### config.mk
export PLATFORM = sky130hd
export DESIGN_NAME = reg_write_arbiter
export DESIGN_NICKNAME = d
export VERILOG_FILES = /design/src/rtl/reg_arb_pkg.sv /design/src/rtl/rr_pick.sv /design/src/rtl/reg_write_arbiter.sv
export SDC_FILE = /design/constraint.sdc
export NUM_CORES = 1
export LEC_CHECK = 0
export ABC_CLOCK_PERIOD_IN_PS = 2400
export BUFFER_PORTS_ARGS = -buffer_cell sky130_fd_sc_hd__clkbuf_2
export CORE_ASPECT_RATIO = 0.6
export CORE_MARGIN = 2
export CORE_UTILIZATION = 49
export CTS_BUF_LIST = sky130_fd_sc_hd__clkbuf_8
export CTS_CLUSTER_SIZE = 28
export DETAILED_ROUTE_END_ITERATION = 10
export GPL_TIMING_DRIVEN = 0
export PLACE_DENSITY_LB_ADDON = 0.1
export SLEW_MARGIN = 30
export SYNTH_ARGS = -nofsm -noshare
export SYNTH_HDL_FRONTEND = slang
export SYNTH_SLANG_ARGS = --single-unit
### constraint.sdc
create_clock -name clk -period 2.4 [get_ports clk]
set_input_delay 0.12 -clock clk [delete_from_list [all_inputs] [get_ports clk]]
set_output_delay 0.12 -clock clk [all_outputs]
set_load 0.1 [all_outputs]
### src/rtl/reg_arb_pkg.sv
// rtl/reg_arb_pkg.sv - shared state encoding and width helper for register arbiters
package reg_arb_pkg;

    typedef enum logic {
        ST_IDLE = 1'b0,
        ST_BUSY = 1'b1
    } arb_state_e;

    // Number of bits needed to index n items; never returns less than 1
    function automatic int clog2_w(input int n);
        int w;
        w = 1;
        while ((1 << w) < n) begin
            w++;
        end
        return w;
    endfunction

endpackage

### src/rtl/rr_pick.sv
// rtl/rr_pick.sv - combinational round-robin picker: first set request at or after ptr
module rr_pick #(
    parameter int N     = 4,
    parameter int PTR_W = 2
) (
    input  logic [N-1:0]     req_i,
    input  logic [PTR_W-1:0] ptr_i,
    output logic             any_o,
    output logic [PTR_W-1:0] winner_o
);

    logic [PTR_W-1:0] idx;

    // Scan from the far end back toward ptr so the closest request wins last
    always_comb begin
        any_o    = 1'b0;
        winner_o = '0;
        idx      = '0;
        for (int k = N - 1; k >= 0; k--) begin
            idx = PTR_W'((int'(ptr_i) + k) % N);
            if (req_i[idx]) begin
                any_o    = 1'b1;
                winner_o = idx;
            end
        end
    end

endmodule

### src/rtl/reg_write_arbiter.sv
// rtl/reg_write_arbiter.sv - round-robin write arbiter and sequencer for a shared register
module reg_write_arbiter
    import reg_arb_pkg::*;
#(
    parameter  int NUM_REQ  = 4,
    parameter  int DATA_W   = 8,
    parameter  int MAX_HOLD = 8,
    localparam int OW       = clog2_w(NUM_REQ),
    localparam int HW       = clog2_w(MAX_HOLD + 1)
) (
    input  logic                      clk,
    input  logic                      rst,
    input  logic [NUM_REQ-1:0]        req,
    input  logic [NUM_REQ*DATA_W-1:0] wdata,
    output logic [NUM_REQ-1:0]        gnt,
    output logic [OW-1:0]             owner_id,
    output logic                      busy,
    output logic [DATA_W-1:0]         q,
    output logic                      q_valid
);

    arb_state_e          state_q, state_d;
    logic [OW-1:0]       ptr_q, ptr_d;
    logic [OW-1:0]       owner_q, owner_d;
    logic [NUM_REQ-1:0]  gnt_q, gnt_d;
    logic [HW-1:0]       hold_q, hold_d;
    logic [DATA_W-1:0]   data_q, data_d;
    logic                valid_q, valid_d;

    logic                pick_any;
    logic [OW-1:0]       pick_winner;
    logic [HW-1:0]       hold_inc;
    logic [OW-1:0]       ptr_after_owner;
    logic [DATA_W-1:0]   lane [NUM_REQ];

    for (genvar i = 0; i < NUM_REQ; i++) begin : g_lane
        assign lane[i] = wdata[i*DATA_W +: DATA_W];
    end

    rr_pick #(
        .N     (NUM_REQ),
        .PTR_W (OW)
    ) u_pick (
        .req_i    (req),
        .ptr_i    (ptr_q),
        .any_o    (pick_any),
        .winner_o (pick_winner)
    );

    assign hold_inc        = hold_q + 1'b1;
    assign ptr_after_owner = (owner_q == OW'(NUM_REQ - 1)) ? '0 : owner_q + 1'b1;

    // Next-state: grant from IDLE, write or release from BUSY; release always passes through IDLE
    always_comb begin
        state_d = state_q;
        ptr_d   = ptr_q;
        owner_d = owner_q;
        gnt_d   = gnt_q;
        hold_d  = hold_q;
        data_d  = data_q;
        valid_d = valid_q;
        case (state_q)
            ST_IDLE: begin
                if (pick_any) begin
                    gnt_d              = '0;
                    gnt_d[pick_winner] = 1'b1;
                    owner_d            = pick_winner;
                    hold_d             = '0;
                    state_d            = ST_BUSY;
                end
            end
            ST_BUSY: begin
                if (req[owner_q]) begin
                    data_d  = lane[owner_q];
                    valid_d = 1'b1;
                    hold_d  = hold_inc;
                    if (hold_inc == HW'(MAX_HOLD)) begin
                        gnt_d   = '0;
                        ptr_d   = ptr_after_owner;
                        state_d = ST_IDLE;
                    end
                end else begin
                    gnt_d   = '0;
                    ptr_d   = ptr_after_owner;
                    state_d = ST_IDLE;
                end
            end
            default: begin
                state_d = ST_IDLE;
                gnt_d   = '0;
            end
        endcase
    end

    // State and register bank; reset discards any grant or write of the same edge
    always_ff @(posedge clk) begin
        if (rst) begin
            state_q <= ST_IDLE;
            ptr_q   <= '0;
            owner_q <= '0;
            gnt_q   <= '0;
            hold_q  <= '0;
            data_q  <= '0;
            valid_q <= 1'b0;
        end else begin
            state_q <= state_d;
            ptr_q   <= ptr_d;
            owner_q <= owner_d;
            gnt_q   <= gnt_d;
            hold_q  <= hold_d;
            data_q  <= data_d;
            valid_q <= valid_d;
        end
    end

    assign gnt      = gnt_q;
    assign owner_id = owner_q;
    assign busy     = (state_q == ST_BUSY);
    assign q        = data_q;
    assign q_valid  = valid_q;

endmodule

==> impl_metrics.json <==
{
  "netlist.area_leader.share_pct": 34.82,
  "die_w_um": 69.60,
  "nFillCells": 209,
  "routedWlPerCell_um": 14.76,
  "status": "finished clean",
  "viasPerCell": 5.637,
  "num_rows": 14,
  "cts_buffer_depth": 2,
  "synth_top_cell_by_area": "dfxtp_1",
  "post-route-cell-area_sq_mm": 0.001627,
  "post-route-drc-count": 0,
  "synth-edff-count": 0,
  "slew_headroom_pct": 58.90,
  "cts.sinks": 22,
  "vias": 1212,
  "max_freq_mhz": 545.8,
  "dpl-instance-area_sq_mm": 0.001572,
  "hp-class": "input pin to flip-flop",
  "io_buffers": 53,
  "finalMaxSlewViolations": 0,
  "drt_iter0_drc": 70,
  "syn_nets": 166,
  "finalPower_mw": 1.029,
  "cp_cell_sequence": "clkbuf_1, mux4_1, nand2_1, a21oi_1",
  "synthArstFlopShare_pct": 0,
  "fp.dieArea_sq_mm": 0.003017,
  "grt_max_degree": 13,
  "area_growth_pct": 28.59,
  "worstSetupEndpointType": "flip-flop",
  "preCtsSetupSlack_ns": 0.5852,
  "setup_viol": 0,
  "synth_area_leaders": "dfxtp_1 (35%), mux4_1 (17%), nand2_1 (5.6%)",
  "crit_fanout": 10,
  "crit_arrival_ns": 1.97,
  "antenna_left": 0,
  "worst_slack_ns": 0.5677,
  "cts_root_buffer": "clkbuf_8",
  "gp_congestion": 0.8375,
  "cap_violations": 0,
  "grt_pass1_wl_um": 4726,
  "antennaDiodeCount": 0,
  "track_usage_pct": 21.05,
  "r2r_cells": 4,
  "wl_um": 3174,
  "tightest_slew_ns": 0.6164,
  "regArea_sq_um": 441.7,
  "ir_drop_uv": 329.9,
  "syn_area_sq_mm": 0.001265,
  "multi_input_area_sq_um": 760.7,
  "synthCells": 126,
  "die_h_um": 43.36,
  "crit_family": "multiplexers",
  "io_pins": 54,
  "cts_buffers": 3,
  "power_density_mw_per_mm2": 632.6,
  "reg2reg_from": "owner_id[0]",
  "hold_buffers": 0,
  "syn_avg_cell_area_sq_um": 10.04,
  "ys_warn_count": 0,
  "crit-reg2reg-capture": "q[1]",
  "htree_num_levels": 1,
  "yosysUniqueCellTypes": 35,
  "grt_pass1_vias": 1025,
  "rsz0062_at_grt": "false",
  "crit_buf_inv": 1,
  "hold_viol_final": 0,
  "postCtsSetupRepairBufs": 0,
  "grt_remaining_overflow": 0,
  "drt_first_pass_iters": 4,
  "whs_path_depth": 3,
  "yosysMostFrequentCell": "dfxtp_1",
  "synth.cells.most_frequent": "dfxtp_1 (22), nand2_1 (19), a21oi_1 (13)",
  "grt_antenna_before_repair": 0,
  "seq_area_frac_synth_pct": 34.82,
  "fin_tns_setup_ns": 0,
  "cp-start-kind": "flip-flop",
  "cpMaxStageDelayCell": "mux4_1",
  "ctsResizeCount": 0,
  "slowest_delay_ns": 0.65,
  "dpl.hpwl_um": 2524,
  "worstSetupPathType": "flip-flop to flip-flop",
  "tritoncts": "built",
  "ys.flop_type": "dfxtp_1",
  "ff2ff_setup_slack_ns": 0.57,
  "finalCriticalPeriod_ns": 1.832,
  "synth-seq-cells": 22,
  "initial_core_util_pct": 51.22,
  "min_from": "rst",
  "fp.coreArea_sq_mm": 0.002470,
  "drive_above_1_share_pct": 37.16,
  "final.period_utilization_pct": 76.34,
  "fin_skew_ns": 0.002746,
  "holdPathEnd": "ptr_q[0]",
  "total_leakage_power_nw": 0.6928,
  "clkLatencyLatePin_ns": 0.27,
  "worstPathRequired_ns": 2.54,
  "clk_pin_slew_ns": 0.08,
  "num-nets-final": 224
}
==> sequential cells by signal (all words and copies together), names as in the netlist <==
name      count
busy          1
gnt           4
hold_q        4
owner_id      2
ptr_q         2
q             8
q_valid       1
==> worst max-delay path by stage <==
stage / from / endpoint / slack, ns / cells past startpoint
floorplan: owner_id[0] / q[1] / 0.16 / 4
global placement: owner_id[1] / ptr_q[0] / 0.64 / 4
detailed placement: owner_id[0] / q[1] / 0.59 / 4
CTS: owner_id[0] / q[1] / 0.58 / 4
global route: owner_id[0] / q[1] / 0.46 / 4
finish: owner_id[0] / q[1] / 0.57 / 4
==> final cells by class <==
cell class | instances | area share [%]
plain buffers | 8 | 3.692
clock buffers | 4 | 3.385
inverters | 1 | 0.2308
multi-input cells | 95 | 46.77
flip-flops and latches | 22 | 27.15
well taps | 32 | 2.462
repair buffers | 53 | 16.31
==> power breakdown <==
part / leakage (nW) / internal, mW / switching, mW
combinational: 0.484 / 0.110 / 0.241
sequential: 0.180 / 0.389 / 0.0201
clock: 0.0288 / 0.146 / 0.122
==> cells by family (layout without fill, tap and decap cells) <==
| logic type | after synthesis | count (layout) | share of synthesized area (%) |
|---|---|---|---|
| simple gates | 54 | 54 | 22.85 |
| mux | 11 | 11 | 20.38 |
| fa+ha+maj | 2 | 2 | 1.978 |
| buf+inv | 9 | 66 | 5.044 |
| compound gates | 28 | 28 | 14.94 |
| flops | 22 | 22 | 34.82 |
==> worst register-to-register path, cell delays in order, from the launching register on <==
cell      delay [ns]
dfxtp_1         0.41
clkbuf_1        0.51
mux4_1          0.65
nand2_1         0.09
a21oi_1         0.05
==> layout by cell type (no fill, tap or decap), types with 5 or more instances in the layout <==
master / synthesis / routed
clkbuf_2: 0 / 53
nand2_1: 19 / 19
nand3b_1: 6 / 6
a21oi_1: 13 / 13
dfxtp_1: 22 / 21
mux4_1: 8 / 8
nor2_1: 5 / 5
nand3_1: 5 / 5
==> per-stage QoR <==
stage          util (%)  instances  hold slack, ns
3_3_place_gp      63.63        211          0.4434
5_1_grt           65.86        215          0.3070
6_report          65.86        215          0.2896
2_1_floorplan         -        126          0.3700
4_1_cts           65.86        215          0.2902
3_5_place_dp      63.63        211          0.4477
==> per-layer routing <==
| metal | vias up | wire length [um] | track usage (%) |
|---|---|---|---|
| met5 | - | 0 | 0 |
| met2 | 59 | 1477 | 34.04 |
| met4 | 0 | 67 | 8.627 |
| li1 | 595 | - | - |
| met3 | 10 | 274 | 6.744 |
| met1 | 548 | 1354 | 26.81 |
Power figures use the tool's default switching activity.
